`config.mk`:
```
export PLATFORM = sky130hd
export DESIGN_NAME = uart_tx_buffered_flat
export DESIGN_NICKNAME = d
export VERILOG_FILES = /design/src/rtl/uart_pkg.sv /design/src/rtl/uart_tx_buffered_if.sv /design/src/rtl/uart_sync_fifo.sv /design/src/rtl/uart_tx_buffered.sv /design/src/flat_wrapper.sv
export SDC_FILE = /design/constraint.sdc
export NUM_CORES = 1
export LEC_CHECK = 0
export BUFFER_PORTS_ARGS = -buffer_cell sky130_fd_sc_hd__buf_2
export CORE_MARGIN = 2
export CORE_UTILIZATION = 35
export CTS_CLUSTER_DIAMETER = 200
export DETAILED_ROUTE_END_ITERATION = 8
export PLACE_DENSITY_LB_ADDON = 0.2
export SLEW_MARGIN = 40
export SYNTH_ARGS = -nofsm -noshare
export SYNTH_HDL_FRONTEND = slang
export SYNTH_SLANG_ARGS = --single-unit
```
`constraint.sdc`:
```
create_clock -name i_clk -period 4.05 [get_ports i_clk]
set_input_delay 0.2025 -clock i_clk [delete_from_list [all_inputs] [get_ports i_clk]]
set_output_delay 0.2025 -clock i_clk [all_outputs]
set_load 0.02 [all_outputs]
```
`src/rtl/uart_pkg.sv`:
```
// Shared UART definitions: serializer state encoding and 8N1 frame constants.
package uart_pkg;

  typedef enum logic [1:0] {
    ST_IDLE  = 2'd0,
    ST_START = 2'd1,
    ST_DATA  = 2'd2,
    ST_STOP  = 2'd3
  } uart_state_e;

  localparam int unsigned UART_DATA_BITS  = 8;
  localparam int unsigned UART_STOP_BITS  = 1;
  localparam int unsigned UART_FRAME_BITS = 1 + UART_DATA_BITS + UART_STOP_BITS;

endpackage

```
`src/rtl/uart_tx_buffered_if.sv`:
```
// AXI-Stream byte channel feeding the buffered transmitter.
interface uart_tx_buffered_if;
  import uart_pkg::*;

  logic                      s_axis_tvalid;
  logic [UART_DATA_BITS-1:0] s_axis_tdata;
  logic                      s_axis_tready;

  modport slave  (input  s_axis_tvalid, input  s_axis_tdata, output s_axis_tready);
  modport master (output s_axis_tvalid, output s_axis_tdata, input  s_axis_tready);

endinterface

```
`src/rtl/uart_sync_fifo.sv`:
```
// Single-clock FIFO with occupancy count; head word is visible on o_rdata while not empty.
module uart_sync_fifo
  import uart_pkg::*;
#(
  parameter int unsigned WIDTH = UART_DATA_BITS,
  parameter int unsigned DEPTH = 16
) (
  input  logic                       i_clk,
  input  logic                       i_rst_n,
  input  logic                       i_push,
  input  logic [WIDTH-1:0]           i_wdata,
  input  logic                       i_pop,
  output logic [WIDTH-1:0]           o_rdata,
  output logic                       o_full,
  output logic                       o_empty,
  output logic [$clog2(DEPTH+1)-1:0] o_level
);

  localparam int unsigned PTR_W = $clog2(DEPTH);
  localparam int unsigned LVL_W = $clog2(DEPTH + 1);

  logic [WIDTH-1:0] mem_q [DEPTH];
  logic [PTR_W-1:0] wr_ptr_q, wr_ptr_d;
  logic [PTR_W-1:0] rd_ptr_q, rd_ptr_d;
  logic [LVL_W-1:0] level_q, level_d;
  logic             push_ok, pop_ok;

  assign o_full   = (level_q == LVL_W'(DEPTH));
  assign o_empty  = (level_q == '0);
  assign o_level  = level_q;
  assign o_rdata  = mem_q[rd_ptr_q];
  assign push_ok  = i_push && !o_full;
  assign pop_ok   = i_pop && !o_empty;

  // NOTE: every variable gets a default first so no path leaves it unassigned (no latch).
  always_comb begin
    wr_ptr_d = wr_ptr_q;
    rd_ptr_d = rd_ptr_q;
    level_d  = level_q;
    if (push_ok) wr_ptr_d = wr_ptr_q + 1'b1;
    if (pop_ok)  rd_ptr_d = rd_ptr_q + 1'b1;
    if (push_ok && !pop_ok)      level_d = level_q + 1'b1;
    else if (pop_ok && !push_ok) level_d = level_q - 1'b1;
  end

  // NOTE: non-blocking assignments so every register samples pre-edge values.
  always_ff @(posedge i_clk) begin
    if (!i_rst_n) begin
      wr_ptr_q <= '0;
      rd_ptr_q <= '0;
      level_q  <= '0;
    end else begin
      wr_ptr_q <= wr_ptr_d;
      rd_ptr_q <= rd_ptr_d;
      level_q  <= level_d;
    end
  end

  // NOTE: storage is not reset; the pointers and level alone define which words are valid.
  always_ff @(posedge i_clk) begin
    if (push_ok) mem_q[wr_ptr_q] <= i_wdata;
  end

endmodule

```
`src/rtl/uart_tx_buffered.sv`:
```
// FIFO-buffered 8N1 UART transmitter with AXI-Stream back-pressure; frames go back-to-back.
module uart_tx_buffered
  import uart_pkg::*;
#(
  parameter int unsigned CLKS_PER_BIT = 87,
  parameter int unsigned FIFO_DEPTH   = 16
) (
  input  logic                            i_clk,
  input  logic                            i_rst_n,
  uart_tx_buffered_if.slave               s_axis,
  output logic                            o_txd,
  output logic                            o_txd_busy,
  output logic                            o_txd_done,
  output logic [$clog2(FIFO_DEPTH+1)-1:0] o_fifo_level
);

  localparam int unsigned BAUD_W = $clog2(CLKS_PER_BIT);
  localparam int unsigned BIT_W  = $clog2(UART_DATA_BITS);

  localparam logic [1:0] S_IDLE  = ST_IDLE;
  localparam logic [1:0] S_START = ST_START;
  localparam logic [1:0] S_DATA  = ST_DATA;
  localparam logic [1:0] S_STOP  = ST_STOP;

  logic [1:0]                state_q, state_d;
  logic [BAUD_W-1:0]         baud_q, baud_d, baud_inc;
  logic [BIT_W-1:0]          bit_q, bit_d;
  logic [UART_DATA_BITS-1:0] shift_q, shift_d;
  logic                      txd_q, txd_d, busy_q, busy_d, done_q, done_d;
  logic [UART_DATA_BITS-1:0] head;
  logic                      full, empty, push, pop, baud_last, bit_last;

  assign s_axis.s_axis_tready = i_rst_n && !full;
  assign push = s_axis.s_axis_tvalid && s_axis.s_axis_tready;

  uart_sync_fifo #(.WIDTH(UART_DATA_BITS), .DEPTH(FIFO_DEPTH)) u_fifo (
    .i_clk   (i_clk),
    .i_rst_n (i_rst_n),
    .i_push  (push),
    .i_wdata (s_axis.s_axis_tdata),
    .i_pop   (pop),
    .o_rdata (head),
    .o_full  (full),
    .o_empty (empty),
    .o_level (o_fifo_level)
  );

  assign baud_last = (baud_q == BAUD_W'(CLKS_PER_BIT - 1));
  assign bit_last  = (bit_q == BIT_W'(UART_DATA_BITS - 1));
  assign baud_inc  = baud_last ? '0 : baud_q + 1'b1;

  always_comb begin
    state_d = state_q;
    baud_d  = baud_q;
    bit_d   = bit_q;
    shift_d = shift_q;
    pop     = 1'b0;
    case (state_q)
      S_IDLE: begin
        if (!empty) begin
          pop     = 1'b1;
          shift_d = head;
          bit_d   = '0;
          baud_d  = '0;
          state_d = S_START;
        end
      end
      S_START: begin
        baud_d = baud_inc;
        if (baud_last) state_d = S_DATA;
      end
      S_DATA: begin
        baud_d = baud_inc;
        if (baud_last) begin
          shift_d = shift_q >> 1;
          bit_d   = bit_q + 1'b1;
          if (bit_last) state_d = S_STOP;
        end
      end
      default: begin
        baud_d = baud_inc;
        // Chain straight into the next start bit so a queued stream has no idle gap.
        if (baud_last) begin
          if (!empty) begin
            pop     = 1'b1;
            shift_d = head;
            bit_d   = '0;
            state_d = S_START;
          end else begin
            state_d = S_IDLE;
          end
        end
      end
    endcase
  end

  // Line outputs are registered copies of the current state, one cycle behind the FSM.
  always_comb begin
    txd_d  = 1'b1;
    if (state_q == S_START)     txd_d = 1'b0;
    else if (state_q == S_DATA) txd_d = shift_q[0];
    busy_d = (state_q != S_IDLE);
    done_d = (state_q == S_STOP) && baud_last;
  end

  always_ff @(posedge i_clk) begin
    if (!i_rst_n) begin
      state_q <= S_IDLE;
      baud_q  <= '0;
      bit_q   <= '0;
      shift_q <= '0;
      txd_q   <= 1'b1;
      busy_q  <= 1'b0;
      done_q  <= 1'b0;
    end else begin
      state_q <= state_d;
      baud_q  <= baud_d;
      bit_q   <= bit_d;
      shift_q <= shift_d;
      txd_q   <= txd_d;
      busy_q  <= busy_d;
      done_q  <= done_d;
    end
  end

  assign o_txd      = txd_q;
  assign o_txd_busy = busy_q;
  assign o_txd_done = done_q;

endmodule

```
`src/flat_wrapper.sv`:
```
// flat-port wrapper written by rule: the top's interface ports become plain ports
module uart_tx_buffered_flat import uart_pkg::*;
#(
  parameter int unsigned CLKS_PER_BIT = 87,
  parameter int unsigned FIFO_DEPTH   = 16
)
  (i_clk, i_rst_n, o_txd, o_txd_busy, o_txd_done, o_fifo_level, s_axis_s_axis_tvalid, s_axis_s_axis_tdata, s_axis_s_axis_tready);
  uart_tx_buffered_if s_axis_i ();
  input  logic i_clk;
  input  logic i_rst_n;
  output logic o_txd;
  output logic o_txd_busy;
  output logic o_txd_done;
  output logic [$clog2(FIFO_DEPTH+1)-1:0] o_fifo_level;
  input wire logic [$bits(s_axis_i.s_axis_tvalid)-1:0] s_axis_s_axis_tvalid;
  input wire logic [$bits(s_axis_i.s_axis_tdata)-1:0] s_axis_s_axis_tdata;
  output wire logic [$bits(s_axis_i.s_axis_tready)-1:0] s_axis_s_axis_tready;
  assign s_axis_i.s_axis_tvalid = s_axis_s_axis_tvalid;
  assign s_axis_i.s_axis_tdata = s_axis_s_axis_tdata;
  assign s_axis_s_axis_tready = s_axis_i.s_axis_tready;
  uart_tx_buffered #(.CLKS_PER_BIT(CLKS_PER_BIT), .FIFO_DEPTH(FIFO_DEPTH)) u_core (.i_clk(i_clk), .i_rst_n(i_rst_n), .s_axis(s_axis_i), .o_txd(o_txd), .o_txd_busy(o_txd_busy), .o_txd_done(o_txd_done), .o_fifo_level(o_fifo_level));
endmodule
```
==> impl_results.md, run 1 <==
- Initial antenna violation count: 0
- Post-synth top area share: 53.9%
- Antenna diodes: 0
- Clock buffer depth: 2
- Worst setup EP type: register
- Cell family with most CP delay: adder cells
- Clock Tree Root: clkbuf_16
- Largest net degree at the start of global routing: 42
- Final net count: 518
- # IOs: 20
- CTS tree: done
- Type of the most critical hold path: input port to register
- Power Dens Cells: 640 nW/um2
- Worst VDD drop: 0.000280 V
- CP max FO: 13
- Worst path cell trace: inv_1 > ha_1 > nor2b_1 > a31oi_1 > nor2_1 > inv_1 > ha_1 > inv_1 > ha_1 > nor2b_1 > o21a_1 > or3_1 > a21oi_1 > mux2i_1
- Final Power: 5.20 mW
- Synth area leader: edfxtp_1
- Clock Skews: 11.3 ps
- Core Region: 20100 um2
- DRT iter0 DRCs: 250
- Synth Instances: 470
- Adder-cell area share of the yosys netlist: 3.61%
- Fill cells: 1830
- Post-synthesis mux area share: 10.6%
- Die Height: 147 um
- Netlist Area Pre-Place: 7140 um2
- Critical path's slowest cell: dfxtp_1
- Row count: 52
- Final instance area: 8120 um2
- First-pass GRT wire length: 23500 um
- Worst EP required: 4410 ps
- H-tree levels: 4
- CP startpoint kind: register
- Status: completed
- Final worst path period share: 78.5%
- DR vias: 3889
- Tmin final: 3180 ps
- Final Hold Fails: 0
- Top post-synthesis cells by area: edfxtp_1 54%, dfxtp_1 11%, mux4_2 4.7%
- Setup Buffers After CTS: 0
- XOR/XNOR Fraction of Synth Area: 0.982%
- Routability cong.: 0.757
- Share of post-route cells with drive strength above 1: 14.8%
- Gr usage total: 14.6%
- Net Count, Synth: 501
- Max cap viols: 0
- Least-Margin Pin Slew: 812 ps
- Num CTS Buffers: 17
- Slowest stage delay, CP: 410 ps
- Largest family of logic cells by synthesized area: multiplexers
- Commonest non-fill, non-tap cell in the layout: edfxtp_1
- FF+latch count, synth: 168
- Most frequent cells in the layout: 128 x edfxtp_1, 37 x dfxtp_1, 29 x and2_1, 26 x nor2b_1, 25 x nand2_1
- TNS Setup: 0 ps
- DRT Pass-1 Iters: 7
- Synth Area in Simple Gates: 10.6%
- Finish-stage setup viols: 0
- Crit Path Class: register to register
- Vias in the first global route: 4028
- Netlist cell types: 49
- WP buf/inv: 3
- WL/cell: 19.3 um
- Clock Sinks: 168
- Port Buffers: 19
- Worst setup margin: 869 ps
- Starting Density: 35.5%
- Pins Over Slew Limit: 0
- Seq/Total Area, Yosys: 65.1%
- Hold buffers post-CTS: 0
- DPL Wire Length: 9550 um
- Routed Antenna Nets: 0
- Remaining DRCs: 0
- Post-layout util: 40.4%
- Crit path arrival time: 3540 ps
- Count of cells resized by post-cts repair: 0
- Die area: 21500 um2
- Placed cell areas: 7470 um2
- Worst skew pair latency: 420 ps
- Synth Area in Compound Gates: 6.80%
- Leak pwr: 2.74 nW
- Layout area overhead: 13.8%
- Reg clk slew, reported paths: 70 ps
- DIE WIDTH: 147 um
- Vias/cell: 5.05
- RSZ-0062 raised after global routing: false
- Aggregate global routing overflow: 0
- F_max: 314 MHz
- Post-Route WL: 14900 um
- Slew headroom: 45.5%
- YS warnings: 0
- Mean Syn Cell Area: 15.2 um2
- Worst slack at placement: 893 ps
-- layer usage --
| layer | wire length [um] | share of wire (%) | track usage [%] |
|---|---|---|---|
| met5 | 0 | 0 | 0 |
| met2 | 7370 | 50 | 24.1 |
| met3 | 457 | 3.1 | 2.98 |
| met4 | 93 | 0.63 | 3.79 |
| met1 | 6960 | 47 | 19.7 |
-- worst register-to-register path: stages (launching register included) --
cell     delay (ps)
dfxtp_1         410
inv_1            90
ha_1            360
nor2b_1         200
a31oi_1         240
nor2_1          140
inv_1            80
ha_1            210
inv_1           110
ha_1            300
nor2b_1         140
o21a_1          170
or3_1           300
a21oi_1         190
mux2i_1         190
-- final cells by class --
class / instances / area (um2) / area share [%]
timing repair buffer: 20 / 115 / 1.42
clock buffer: 17 / 425 / 5.24
tap: 270 / 338 / 4.16
sequential: 168 / 4650 / 57.2
clock inverter: 15 / 228 / 2.80
inverter: 12 / 45.0 / 0.554
multi-input combinational: 268 / 2320 / 28.6
-- per-stage QoR --
stage,instances,hold slack (ps)
floorplan,470,301
global placement,738,436
detailed placement,738,441
CTS,770,146
global route,770,156
finish,770,163
-- cell usage after synthesis (all sizes together) --
cell type,n
nor2,8
o21bai,2
xnor2,5
nor2b,26
and2,29
nand3b,1
o31ai,7
nand2b,2
a21boi,10
fa,1
a2111oi,7
mux4,26
buf,9
edfxtp,128
o21ai,25
mux2i,5
and3,7
and4bb,1
nand2,25
xor2,3
or4,1
nor3b,9
dfxtp,40
nor4,2
a21oi,6
o221ai,1
a221oi,7
o21a,1
clkbuf,13
nand4,2
a31oi,3
a22oi,3
nand3,9
and2b,2
or3,1
a21o,1
mux2,7
ha,19
inv,12
nor3,4
-- report_power, final --
part | switching, mW | internal, mW | leakage, nW
Combinational | 0.739 | 0.572 | 0.944
Sequential | 0.150 | 1.95 | 1.48
Clock | 0.724 | 1.06 | 0.319
-- kinds of logic (layout without fill, tap and decap cells) --
family	Yosys count	count (layout)
flops	168	168
simple gates	129	129
compound gates	73	73
mux	38	38
buf+inv	34	64
fa+ha+maj	20	20
xor+xnor	8	8
-- sequential cells by signal (all words and copies together), names as in the netlist, named ones only --
| register | flops |
|---|---|
| u_core.baud_q | 7 |
| u_core.bit_q | 3 |
| u_core.o_txd | 1 |
| u_core.o_txd_busy | 1 |
| u_core.o_txd_done | 1 |
| u_core.shift_q | 8 |
| u_core.state_q | 2 |
| u_core.u_fifo.mem_q | 128 |
| u_core.u_fifo.o_level | 5 |
| u_core.u_fifo.rd_ptr_q | 4 |
| u_core.u_fifo.wr_ptr_q | 4 |
-- final timing paths --
path                            cells after the start  slack, ps                   start                         to
worst min-delay path                                1        160  s_axis_s_axis_tdata[7]  u_core.u_fifo.mem_q[9][7]
worst max-delay path                               14        870       u_core.state_q[0]   u_core.u_fifo.o_level[4]
worst min register to register                      2        450       u_core.shift_q[4]          u_core.shift_q[4]
worst max register to register                     14        870       u_core.state_q[0]   u_core.u_fifo.o_level[4]
(Power assumes the default switching activity.)
==> run 2: changes to the inputs <==
Clock period 4.05 ns to 3 ns, I/O delays scaled along.
==> run 2 against run 1 <==
  * Register-to-register slack worse by 650 ps
  * Cell area barely moved
  * Combinational power rose by 50%
  * Cell count rose by 1.2%
  * Fmax up 14%
  * Global-route usage increased by 0.39 points
  * Core utilization about the same
  * Sequential power rose by 31%
  * Critical endpoint unchanged
  * Highest routed layer unchanged
==> impl_results.md, run 2 (synthesized netlist as in run 1, its figures left out) <==
- Die area: 21500 um2 (unchanged)
- Largest net degree at the start of global routing: 44 (+4.8%)
- Critical path's slowest cell: dfxtp_2
- Slowest stage delay, CP: 340 ps (-70 ps)
- Tmin final: 2780 ps (-401 ps)
- Least-Margin Pin Slew: 599 ps (-213 ps)
- Clock Skews: 15.1 ps (+3.84 ps)
- Worst setup EP type: register
- Placed cell areas: 7530 um2 (+0.85%)
- Vias in the first global route: 4042 (+0.35%)
- Biggest regs: u_core.u_fifo.mem_q (128), u_core.shift_q (8), u_core.baud_q (7)
- H-tree levels: 4 (unchanged)
- CP max FO: 6 (-7)
- Port Buffers: 19 (unchanged)
- Non-filler cells in the finished layout: 779 (+1.2%)
- DR vias: 3910 (+0.54%)
- Max cap viols: 0 (unchanged)
- WL/cell: 19.1 um (-1.0%)
- Hold Slack: 103 ps (-60.4 ps)
- Starting Density: 35.5% (unchanged)
- Layout area overhead: 13.8% (about the same)
- Most frequent cells in the layout: 128 x edfxtp_1, 38 x dfxtp_1, 29 x and2_1, 26 x nor2b_1, 25 x nand2_1
- Die Height: 147 um (unchanged)
- Final worst path period share: 92.7% (+14 points)
- Leak pwr: 2.75 nW (+0.21%)
- Clock buffer depth: 2 (unchanged)
- Core Region: 20100 um2 (unchanged)
- DIE WIDTH: 147 um (unchanged)
- Post-Route WL: 14900 um (+0.14%)
- Count of cells resized by post-cts repair: 0 (unchanged)
- Remaining DRCs: 0 (unchanged)
- F_max: 360 MHz (+14%)
- Worst skew pair latency: 430 ps (about the same)
- Pins Over Slew Limit: 0 (unchanged)
- Commonest non-fill, non-tap cell in the layout: edfxtp_1
- Finish-stage setup viols: 0 (unchanged)
- Initial antenna violation count: 0 (unchanged)
- Number of flip-flops in the largest register: 128 (unchanged)
- Routed Antenna Nets: 0 (unchanged)
- Row count: 52 (unchanged)
- Hold buffers post-CTS: 0 (unchanged)
- DRT iter0 DRCs: 202 (-19%)
- Antenna diodes: 0 (unchanged)
- TNS Setup: 0 ps (unchanged)
- Power Dens Cells: 841 nW/um2 (+31%)
- # IOs: 20 (unchanged)
- Num CTS Buffers: 17 (unchanged)
- Setup Buffers After CTS: 0 (unchanged)
- Gr usage total: 14.9% (+0.39 points)
- Post-layout util: 40.4% (about the same)
- P_int: 4.66 mW (+30%)
- Sequential Power Share: 40.2% (-0.2 points)
- Slew headroom: 60.0% (+15 points)
- Worst VDD drop: 0.000443 V (+58%)
- Worst EP required: 3360 ps (-1050 ps)
- Final Hold Fails: 0 (unchanged)
- Switching part of the total: 31.7% (+0.73 points)
- Placed insts: 747 (+1.2%)
- Status: completed
- RSZ-0062 raised after global routing: false
- Reg clk slew, reported paths: 70 ps (about the same)
- DRT Pass-1 Iters: 4 (-3)
- First-pass GRT wire length: 23800 um (+1.4%)
- Clock Tree Root: clkbuf_16
- Comb power frac: 28.8% (+3.6 points)
- Largest register by flop count: u_core.u_fifo.mem_q
- Crit Path Class: register to register
- Clock Sinks: 168 (unchanged)
- Crit path arrival time: 3140 ps (-400 ps)
- Type of the most critical hold path: input port to register
- Final net count: 527 (+1.7%)
- Clock power frac: 31.0% (-3.4 points)
- CTS tree: done
- Routability cong.: 0.771 (+1.8%)
- Aggregate global routing overflow: 0 (unchanged)
- DPL Wire Length: 9540 um (-0.10%)
- Worst path cell trace: inv_1 > ha_1 > and4bb_2 > a31oi_4 > nor2_1 > inv_1 > ha_2 > inv_2 > ha_1 > nor2b_1 > o21a_1 > or3_1 > a21oi_2 > mux2i_1
- NetSw: 2.17 mW (+34%)
- Final instance area: 8130 um2 (about the same)
- Share of post-route cells with drive strength above 1: 16.9% (+2.1 points)
- Fill cells: 1851 (+1.1%)
- CP startpoint kind: register
- Vias/cell: 5.02 (-0.62%)
-- run 2: critical path, delay by kind of cell, from the launching register on --
family                     cells  cell delay [ps]
AOI/OAI and AO/OA              3              530
DFF                            1              340
buffers and inverters          3              190
muxes                          1              180
adders and majority gates      3              680
and+or+nand+nor                4              800
-- run 2: path summary, 6_finish.rpt --
check | startpoint | end | slack [ps] | depth (start not counted)
setup / recovery | u_core.baud_q[0] | u_core.u_fifo.o_level[4] | 220 | 14
hold / removal | s_axis_s_axis_tdata[7] | u_core.u_fifo.mem_q[2][7] | 100 | 1
setup reg to reg | u_core.baud_q[0] | u_core.u_fifo.o_level[4] | 220 | 14
hold reg to reg | u_core.shift_q[4] | u_core.shift_q[4] | 450 | 2
-- run 2: per-stage QoR --
stage	total power [mW]	worst slack (ps)
finish	6.83	220
global placement	4.71	127
detailed placement	4.74	60.0
CTS	6.86	9.80
global route	7.24	47.7
floorplan	4.22	101
-- run 2: metal layers --
| layer | routed length [um] | vias up | part of all wire [%] | track usage [%] |
|---|---|---|---|---|
| li1 | - | 1854 | - | - |
| met1 | 6750 | 1969 | 45 | 19.7 |
| met2 | 7230 | 75 | 49 | 24.0 |
| met3 | 728 | 12 | 4.9 | 3.76 |
| met4 | 187 | 0 | 1.3 | 5.58 |
| met5 | 0 | - | 0 | 0 |
-- run 2: power groups by stage --
| stage | registers [mW] | logic (mW) | clock network [mW] |
|---|---|---|---|
| CTS | 2.75 | 1.95 | 2.16 |
| global route | 2.77 | 2.21 | 2.27 |
| global placement | 2.79 | 1.92 | 0 |
| floorplan | 2.80 | 1.41 | 0 |
| finish | 2.75 | 1.97 | 2.12 |
| detailed placement | 2.80 | 1.94 | 0 |
-- run 2: area by class of cell --
| class | instances | area (um2) | share of cell area (%) |
|---|---|---|---|
| sequential | 168 | 4650 | 57.2 |
| multi-input combinational | 268 | 2350 | 28.9 |
| clock buffer | 17 | 425 | 5.24 |
| tap | 270 | 338 | 4.16 |
| timing repair buffer | 29 | 183 | 2.25 |
| clock inverter | 15 | 140 | 1.72 |
| inverter | 12 | 45.0 | 0.554 |
